--- src/rtl/data_bus_master_if.sv ---
// APB-side signal bundle for the data bus master.
// The master modport drives address/control/write data; the slave returns read data and status.
interface data_bus_master_if;
   logic [31:0] PADDR;
   logic [31:0] PWDATA;
   logic [3:0]  PSTRB;
   logic        PWRITE;
   logic        PSEL;
   logic        PENABLE;
   logic [31:0] PRDATA;
   logic        PREADY;
   logic        PSLVERR;

   modport master (
      output PADDR, PWDATA, PSTRB, PWRITE, PSEL, PENABLE,
      input  PRDATA, PREADY, PSLVERR
   );

   modport slave (
      input  PADDR, PWDATA, PSTRB, PWRITE, PSEL, PENABLE,
      output PRDATA, PREADY, PSLVERR
   );
endinterface

--- src/rtl/data_bus_master.sv ---
// Load/store APB master for the multicycle CPU: one transfer per req, lane steering and load extension.
// Optional ACCESS watchdog enabled by defining DBUS_TIMEOUT_EN (abort after TIMEOUT_CYCLES wait cycles).
module data_bus_master #(
   parameter int TIMEOUT_CYCLES = 255
) (
   input  logic               clk,
   input  logic               reset,
   input  logic               req,
   input  logic               we,
   input  logic [2:0]         func3,
   input  logic [31:0]        addr,
   input  logic [31:0]        wdata,
   output logic [31:0]        rdata,
   output logic               done,
   output logic               err,
   output logic               busy,
   data_bus_master_if.master  bus
);

   typedef enum logic [1:0] {IDLE, SETUP, ACCESS} state_t;

   state_t      state_reg;
   logic [31:0] paddr_reg;
   logic [31:0] pwdata_reg;
   logic [3:0]  pstrb_reg;
   logic        pwrite_reg;
   logic        psel_reg;
   logic        penable_reg;
   logic [31:0] rdata_reg;
   logic        done_reg;
   logic        err_reg;
   logic [1:0]  off_reg;
   logic [2:0]  func3_reg;

   logic        f3_ok;
   logic        aligned;
   logic [3:0]  pstrb_next;
   logic [31:0] pwdata_next;
   logic [7:0]  load_byte;
   logic [15:0] load_half;
   logic [31:0] load_data;

   if (TIMEOUT_CYCLES < 1 || TIMEOUT_CYCLES > 255) begin : g_timeout_range
      $error("data_bus_master: TIMEOUT_CYCLES must be 1..255");
   end

   // Request legality: width code must exist for the direction, address aligned to the width.
   always_comb begin
      f3_ok   = 1'b0;
      aligned = 1'b1;
      case (func3)
         3'b000: f3_ok = 1'b1;
         3'b001: begin f3_ok = 1'b1; aligned = ~addr[0];          end
         3'b010: begin f3_ok = 1'b1; aligned = (addr[1:0] == 2'b00); end
         3'b100: f3_ok = ~we;
         3'b101: begin f3_ok = ~we;  aligned = ~addr[0];          end
         default: f3_ok = 1'b0;
      endcase
   end

   always_comb begin
      pstrb_next  = 4'b1111;
      pwdata_next = wdata;
      case (func3[1:0])
         2'b00: begin
            pstrb_next  = 4'b0001 << addr[1:0];
            pwdata_next = {4{wdata[7:0]}};
         end
         2'b01: begin
            pstrb_next  = addr[1] ? 4'b1100 : 4'b0011;
            pwdata_next = {2{wdata[15:0]}};
         end
         default: ;
      endcase
      if (!we)
         pstrb_next = 4'b0000;
   end

   assign load_byte = bus.PRDATA[8*off_reg +: 8];
   assign load_half = bus.PRDATA[16*off_reg[1] +: 16];

   always_comb begin
      case (func3_reg)
         3'b000:  load_data = {{24{load_byte[7]}}, load_byte};
         3'b001:  load_data = {{16{load_half[15]}}, load_half};
         3'b100:  load_data = {24'd0, load_byte};
         3'b101:  load_data = {16'd0, load_half};
         default: load_data = bus.PRDATA;
      endcase
   end

`ifdef DBUS_TIMEOUT_EN
   localparam logic [7:0] TIMEOUT_LAST = 8'(TIMEOUT_CYCLES - 1);
   logic [7:0] wait_cnt_reg;
`endif

   always_ff @(posedge clk or posedge reset) begin
      if (reset) begin
         state_reg   <= IDLE;
         paddr_reg   <= '0;
         pwdata_reg  <= '0;
         pstrb_reg   <= '0;
         pwrite_reg  <= 1'b0;
         psel_reg    <= 1'b0;
         penable_reg <= 1'b0;
         rdata_reg   <= '0;
         done_reg    <= 1'b0;
         err_reg     <= 1'b0;
         off_reg     <= '0;
         func3_reg   <= '0;
`ifdef DBUS_TIMEOUT_EN
         wait_cnt_reg <= '0;
`endif
      end else begin
         done_reg <= 1'b0;
         err_reg  <= 1'b0;
         case (state_reg)
            IDLE: begin
               if (req) begin
                  if (f3_ok && aligned) begin
                     paddr_reg  <= {addr[31:2], 2'b00};
                     pwdata_reg <= pwdata_next;
                     pstrb_reg  <= pstrb_next;
                     pwrite_reg <= we;
                     off_reg    <= addr[1:0];
                     func3_reg  <= func3;
                     psel_reg   <= 1'b1;
                     state_reg  <= SETUP;
                  end else begin
                     // Rejected request: report it without touching the bus.
                     done_reg <= 1'b1;
                     err_reg  <= 1'b1;
                  end
               end
            end
            SETUP: begin
               penable_reg <= 1'b1;
               state_reg   <= ACCESS;
`ifdef DBUS_TIMEOUT_EN
               wait_cnt_reg <= '0;
`endif
            end
            ACCESS: begin
               if (bus.PREADY) begin
                  psel_reg    <= 1'b0;
                  penable_reg <= 1'b0;
                  done_reg    <= 1'b1;
                  err_reg     <= bus.PSLVERR;
                  if (!pwrite_reg)
                     rdata_reg <= load_data;
                  state_reg   <= IDLE;
               end
`ifdef DBUS_TIMEOUT_EN
               else if (wait_cnt_reg == TIMEOUT_LAST) begin
                  psel_reg    <= 1'b0;
                  penable_reg <= 1'b0;
                  done_reg    <= 1'b1;
                  err_reg     <= 1'b1;
                  state_reg   <= IDLE;
               end else begin
                  wait_cnt_reg <= wait_cnt_reg + 8'd1;
               end
`endif
            end
            default: state_reg <= IDLE;
         endcase
      end
   end

   assign busy        = (state_reg != IDLE);
   assign rdata       = rdata_reg;
   assign done        = done_reg;
   assign err         = err_reg;
   assign bus.PADDR   = paddr_reg;
   assign bus.PWDATA  = pwdata_reg;
   assign bus.PSTRB   = pstrb_reg;
   assign bus.PWRITE  = pwrite_reg;
   assign bus.PSEL    = psel_reg;
   assign bus.PENABLE = penable_reg;

endmodule
--- src/flat_wrapper.sv ---
// flat-port wrapper written by rule: the top's interface ports become plain ports
module data_bus_master_flat 
#(
   parameter int TIMEOUT_CYCLES = 255
)
  (clk, reset, req, we, func3, addr, wdata, rdata, done, err, busy, bus_PADDR, bus_PWDATA, bus_PSTRB, bus_PWRITE, bus_PSEL, bus_PENABLE, bus_PRDATA, bus_PREADY, bus_PSLVERR);
  data_bus_master_if bus_i ();
  input  logic clk;
  input  logic reset;
  input  logic req;
  input  logic we;
  input  logic [2:0] func3;
  input  logic [31:0] addr;
  input  logic [31:0] wdata;
  output logic [31:0] rdata;
  output logic done;
  output logic err;
  output logic busy;
  output wire logic [$bits(bus_i.PADDR)-1:0] bus_PADDR;
  output wire logic [$bits(bus_i.PWDATA)-1:0] bus_PWDATA;
  output wire logic [$bits(bus_i.PSTRB)-1:0] bus_PSTRB;
  output wire logic [$bits(bus_i.PWRITE)-1:0] bus_PWRITE;
  output wire logic [$bits(bus_i.PSEL)-1:0] bus_PSEL;
  output wire logic [$bits(bus_i.PENABLE)-1:0] bus_PENABLE;
  input wire logic [$bits(bus_i.PRDATA)-1:0] bus_PRDATA;
  input wire logic [$bits(bus_i.PREADY)-1:0] bus_PREADY;
  input wire logic [$bits(bus_i.PSLVERR)-1:0] bus_PSLVERR;
  assign bus_PADDR = bus_i.PADDR;
  assign bus_PWDATA = bus_i.PWDATA;
  assign bus_PSTRB = bus_i.PSTRB;
  assign bus_PWRITE = bus_i.PWRITE;
  assign bus_PSEL = bus_i.PSEL;
  assign bus_PENABLE = bus_i.PENABLE;
  assign bus_i.PRDATA = bus_PRDATA;
  assign bus_i.PREADY = bus_PREADY;
  assign bus_i.PSLVERR = bus_PSLVERR;
  data_bus_master #(.TIMEOUT_CYCLES(TIMEOUT_CYCLES)) u_core (.clk(clk), .reset(reset), .req(req), .we(we), .func3(func3), .addr(addr), .wdata(wdata), .rdata(rdata), .done(done), .err(err), .busy(busy), .bus(bus_i));
endmodule
--- config.mk ---
export PLATFORM = sky130hd
export DESIGN_NAME = data_bus_master_flat
export DESIGN_NICKNAME = d
export VERILOG_FILES = /design/src/rtl/data_bus_master_if.sv /design/src/rtl/data_bus_master.sv /design/src/flat_wrapper.sv
export SDC_FILE = /design/constraint.sdc
export NUM_CORES = 1
export LEC_CHECK = 0
export CAP_MARGIN = 25
export CORE_MARGIN = 10
export CORE_UTILIZATION = 40
export DETAILED_ROUTE_END_ITERATION = 10
export PLACE_DENSITY = 0.78
export SYNTH_ARGS = -nofsm -noshare
export SYNTH_HDL_FRONTEND = slang
export SYNTH_SLANG_ARGS = --single-unit
export TNS_END_PERCENT = 1
--- constraint.sdc ---
create_clock -name clk -period 3.39 [get_ports clk]
set_input_delay 0.678 -clock clk [delete_from_list [all_inputs] [get_ports clk]]
set_output_delay 0.678 -clock clk [all_outputs]
set_load 0.01 [all_outputs]
=== Word level (Yosys, flattened, before mapping) ===
Cells that the tools add are included.

* Eq/ne operators: 13
* Reductions and logical operators: 17
* Shift operators: 3
* Bitwise gates (word level): 3
* Mux-type cells: 22

{| class="wikitable"
|+ Operators by type and width
! cell !! number
|-
| 32-bit one-hot mux with 4 select lines || 1
|-
| 32-bit one-hot mux with 2 select lines || 1
|-
| 32-bit by 6-bit variable part select with 16-bit output || 1
|-
| 32-bit by 6-bit variable part select with 8-bit output || 1
|-
| 3-bit == test, second input constant || 4
|-
| 1-bit one-hot mux with 2 select lines || 6
|-
| 3-bit AND reduction || 3
|-
| 4-bit 2-to-1 mux || 2
|-
| 4-bit one-hot mux with 2 select lines || 1
|-
| 1-bit 2-to-1 mux || 7
|-
| 3-bit by 1-bit == test with 1-bit output, second input constant || 2
|-
| 2-bit logical NOT || 3
|-
| 3-bit logical NOT || 2
|-
| 2-bit 2-to-1 mux || 3
|-
| 2-bit one-hot mux with 3 select lines || 1
|-
| 2-bit nonzero test || 3
|-
| 2-bit by 1-bit == test with 1-bit output, second input constant || 2
|-
| 2-bit inequality test, second input constant || 2
|-
| 4-bit AND reduction || 1
|-
| 2-bit OR reduction || 2
|-
| 1-bit by 2-bit << shifter with 4-bit output, first input constant || 1
|-
| 3-bit by 2-bit == test with 1-bit output, second input constant || 1
|-
| 1-bit inverter || 3
|-
| 3-bit OR reduction || 1
|-
| other kinds (4) || 4
|}

* Input bits: 105
* Word-level logic and storage cells: 70
* Output and inout bits: 106
* Flip-flop bits (word level): 110

=== Longest topological paths before layout ===
* Depth in word-level cells: 7
* Mapped depth: 7
* Mapped depth without buffers: 4

=== Worst setup path before layout ===
Ideal clock, no wire load.

* Path kind: input-to-reg
* From: input port func3[2]
* To: register u_core.paddr_reg[10] (netlist: u_core.bus.PADDR[10])
* Buffers on the path: 2
* Setup time: 0.125 ns
* Stages on the path: 5
* Data required time: 3.265 ns
* Arrival time: 1.715 ns
* Path slack: 1.550 ns
* Path through: a221oi_2 -> o21ai_1 -> buf_4 -> buf_6 -> mux2_4

* Word-level cells in the longest chain between the ends: 5
* Elaborated cells between the ends (all ways): 12

{| class="wikitable"
|+ Ends and longest elaborated chain
! what !! RTL line !! RTL
|-
| start, declared || flat_wrapper.sv:12 || <nowiki>input logic [2:0] func3;</nowiki>
|-
| 3-bit by 1-bit == test with 1-bit output (tied with other cells) || data_bus_master.sv:51 || <nowiki>case (func3)</nowiki>
|-
| 3-bit OR reduction (no line) / 2-bit OR reduction (equally long branches) || n/a ||
|-
| 1-bit one-hot mux with 2 select lines || data_bus_master.sv:51 ||
|-
| 1-bit logical AND (*) || data_bus_master.sv:120 || <nowiki>if (f3_ok && aligned) begin</nowiki>
|-
| 3-bit AND reduction (no line) (*) || n/a ||
|-
| end signal, assigned || data_bus_master.sv:121 || <nowiki>paddr_reg <= {addr[31:2], 2'b00};</nowiki>
|-
| end, declared || data_bus_master.sv:23 || <nowiki>logic [31:0] paddr_reg;</nowiki>
|}

Every way passes the cells marked *; elsewhere a longest branch is shown, timed or not.
A chain may end at the register's enable or synchronous reset.

=== Final worst setup path ===
* From: input port addr[0]
* To: register u_core.paddr_reg[30] (netlist: u_core.bus.PADDR[30])

* Word-level cells in the longest chain between the ends: 4
* Elaborated cells between the ends (all ways): 5

{| class="wikitable"
|+ Ends and longest elaborated chain
! what !! RTL line !! RTL
|-
| start, declared || flat_wrapper.sv:13 || <nowiki>input logic [31:0] addr;</nowiki>
|-
| 2-bit logical NOT / 1-bit inverter (equally long branches) || data_bus_master.sv:54, data_bus_master.sv:53, data_bus_master.sv:56 ||
|-
| 1-bit one-hot mux with 2 select lines (*) || data_bus_master.sv:51 ||
|-
| 1-bit logical AND (*) || data_bus_master.sv:120 ||
|-
| 3-bit AND reduction (no line) (*) || n/a ||
|}

Marks and branches as above.

==> flow_metrics.env <==
export IMPL_status="finished clean"
export IMPL_finalMaxSlewViolations=0
export IMPL_p_comb_frac=0.407
export IMPL_peakVddDrop_mv=0.3209
export IMPL_p_clk_frac=0.206
export IMPL_grt_util_met1=0.2237
export IMPL_tightest_slew_ps=813.2
export IMPL_yosys_area_top_type="dfrtp_1"
export IMPL_numCtsBuffers=9
export IMPL_port_buffers=208
export IMPL_grt_max_degree=69
export IMPL_hold_worst_slack_ps=487.7
export IMPL_nNetsFinal=775
export IMPL_gp_congestion=0.8991
export IMPL_ys_top_cells_by_count="dfrtp_1, a21oi_1, nand2_1, mux2_4, mux2i_1"
export IMPL_hpwl_um=12800
export IMPL_cts_tree="done"
export IMPL_cp_start_kind="primary input"
export IMPL_worstPathRequired_ps=3620
export IMPL_setup_tns_ps=0
export IMPL_cp_slowest_cell="nor4_1"
export IMPL_multi_input_area_um2=2389
export IMPL_die_h_um=135.6
export IMPL_synth_top_area_frac=0.5147
export IMPL_synth_ff_type="dfrtp_1"
export IMPL_met3_usage=0.06639
export IMPL_drtAntennaViolNets=0
export IMPL_core_um2=13190
export IMPL_leakage_nw=3.364
export IMPL_rr_startpoint="u_core.off_reg[1]$_DFFE_PP0P_"
export IMPL_cts_resized=0
export IMPL_synthArstFlopShare=1.000
export IMPL_dp_cells=835
export IMPL_die_w_um=135.6
export IMPL_final_util=0.5969
export IMPL_drt_pass1_iter_count=7
export IMPL_clkSlewWorstSetupHoldPaths_ps=70
export IMPL_synth_edf_count=0
export IMPL_synth_avg_cell_area_um2=11.19
export IMPL_rsz0062_at_grt="no"
export IMPL_cp_startpoint="addr[0]"
export IMPL_die_area_um2=18390
export IMPL_period_share=0.7023
export IMPL_synth_cell_type_count=40
export IMPL_antenna_found_initial=0
export IMPL_switching_power_mw=1.784
export IMPL_p_seq_frac=0.387
export IMPL_initial_utilization=0.4054
export IMPL_drt_total_wl_um=16960
export IMPL_io_pins=211
export IMPL_grt_overflow_total=0
export IMPL_ys_seq_area_frac=0.5147
export IMPL_final_setup_skew_ps=5.914
export IMPL_grt_pass1_vias=4776
export IMPL_netlist_area_um2=5348
export IMPL_setup_viol=0
export IMPL_cp_end_kind="register"
export IMPL_drc=0
export IMPL_p_int_mw=3.773
export IMPL_syn_instance_count=478
export IMPL_maxSlewHeadroom=0.4579
export IMPL_diodes=0
export IMPL_synth_area_leaders="dfrtp_1, mux2_4, mux2i_1"
export IMPL_drtIter0Drc=340
export IMPL_grt_pass1_wl_um=26440
export IMPL_drive_above_1_share=0.1230
export IMPL_via_per_inst=5.298
export IMPL_layout_area_seq_um2=2753
export IMPL_crit_chain="clkdlybuf4s50_1 > nor4_1 > o21ai_4 > buf_4 > mux2_4"
export IMPL_clkSinkCount=110
export IMPL_syn_to_final_growth_pct=47.22
export IMPL_htree_levels=3
export IMPL_worst_skew_pair_late_latency_ps=340
export IMPL_power_density_nw_per_um2=705.9
export IMPL_r2r_slack_ps=1380
export IMPL_post_route_min_period_ps=2381
export IMPL_hold_path_class="reg -> reg"
export IMPL_placementRows=42
export IMPL_cap_violations=0
export IMPL_swShare=0.3211
export IMPL_cts_setup_buffers=0
export IMPL_slowest_delay_ps=570
export IMPL_vias=4509
export IMPL_synth_most_common_cell="dfrtp_1"
export IMPL_postCtsHoldBufs=0
export IMPL_fmax_ghz=0.4200
export IMPL_wl_per_cell_um=19.93
export IMPL_grt_use_met2=0.2867
export IMPL_stdcell_count=851
export IMPL_yosys_warnings=0
export IMPL_synth_seq_cells=110
export IMPL_min_delay_start="u_core.bus.PWDATA[15]$_DFFE_PP0P_"
export IMPL_grt_busiest_layer="met2"
export IMPL_path_class="in -> reg"
export IMPL_fillers=1067
export IMPL_grt_usage=0.1795
export IMPL_cts_root_buf="clkbuf_16"
export IMPL_path_max_fanout=68
export IMPL_hold_viol_final=0
export IMPL_cts_buffer_depth=2
export IMPL_crit_arrival_ps=2610
placed cells by master (no fill, tap or decap), drive strengths merged:
cell and n:
dfrtp 110, conb 2, a22oi 7, mux2i 33, bufinv 2, nand2 41, buf 10, nand3b 7
a21oi 49, nor3b 3, mux2 51, nand4bb 1, a211oi 2, o21ai 62, a21boi 1, nor2b 3
a221oi 1, o211ai 17, nor2 22, nand3 2, a21o 1, clkinv 2, nor3 1, and4bb 1
or2 2, or4b 1, clkbuf 11, nand2b 3, clkinvlp 1, inv 6, nor4 1, clkdlybuf4s50 208
a31oi 2, o22ai 1, o22a 8
area by class of cell:
| type | instances | area share |
|---|---|---|
| inverter | 6 | 0.003338 |
| multi-input combinational | 325 | 0.3034 |
| clock inverter | 5 | 0.01049 |
| clock buffer | 11 | 0.02956 |
| timing repair buffer | 218 | 0.2756 |
| sequential | 110 | 0.3497 |
| tap | 176 | 0.02797 |
routing by layer:
layer  up-vias  routed length (µm)  share of wire
met4         0                 218          0.013
met2       212                8062           0.48
li1       2097                   -              -
met5         -                   0              0
met1      2182                6913           0.41
met3        18                1766           0.10
worst max-delay path, delay by kind of cell:
family          cells  cell delay [ps]
simple gates        1              570
mux                 1              380
compound gates      1               80
buf+inv             2              860
through the flow:
stage | cell area, µm² | setup slack, ps | power, mW
finish | 7873 | 1009 | 5.557
global placement | 7557 | 736.6 | 4.378
floorplan | 5355 | 1383 | 3.141
CTS | 7873 | 1041 | 5.613
global route | 7873 | 924.4 | 5.868
detailed placement | 7557 | 670.3 | 4.452
cell families after synthesis:
group,after synthesis,synth area share
flops,110,0.5147
simple gates,88,0.08143
buf+inv,44,0.04141
compound gates,151,0.1645
other cells,1,0.0007012
mux,84,0.1972
power groups by stage:
stage	clock [mW]	sequential, mW	combinational, mW
after floorplan	0	2.26	0.882
after global placement	0	2.14	2.24
after detailed placement	0	2.16	2.29
after CTS	1.17	2.15	2.30
after global routing	1.20	2.22	2.44
final	1.14	2.15	2.26
path summary, 6_finish.rpt:
| path | end | cells past startpoint |
|---|---|---|
| max | u_core.bus.PADDR[30]$_DFFE_PP0P_ | 5 |
| min | u_core.bus.PWDATA[15]$_DFFE_PP0P_ | 2 |
| max reg2reg | u_core.rdata[9]$_DFFE_PP0P_ | 4 |
| min reg2reg | u_core.bus.PWDATA[15]$_DFFE_PP0P_ | 2 |
| max in group asynchronous | u_core.rdata[1]$_DFFE_PP0P_ | 3 |
| min in group asynchronous | u_core.bus.PADDR[30]$_DFFE_PP0P_ | 2 |
Power figures use the tool's default switching activity.
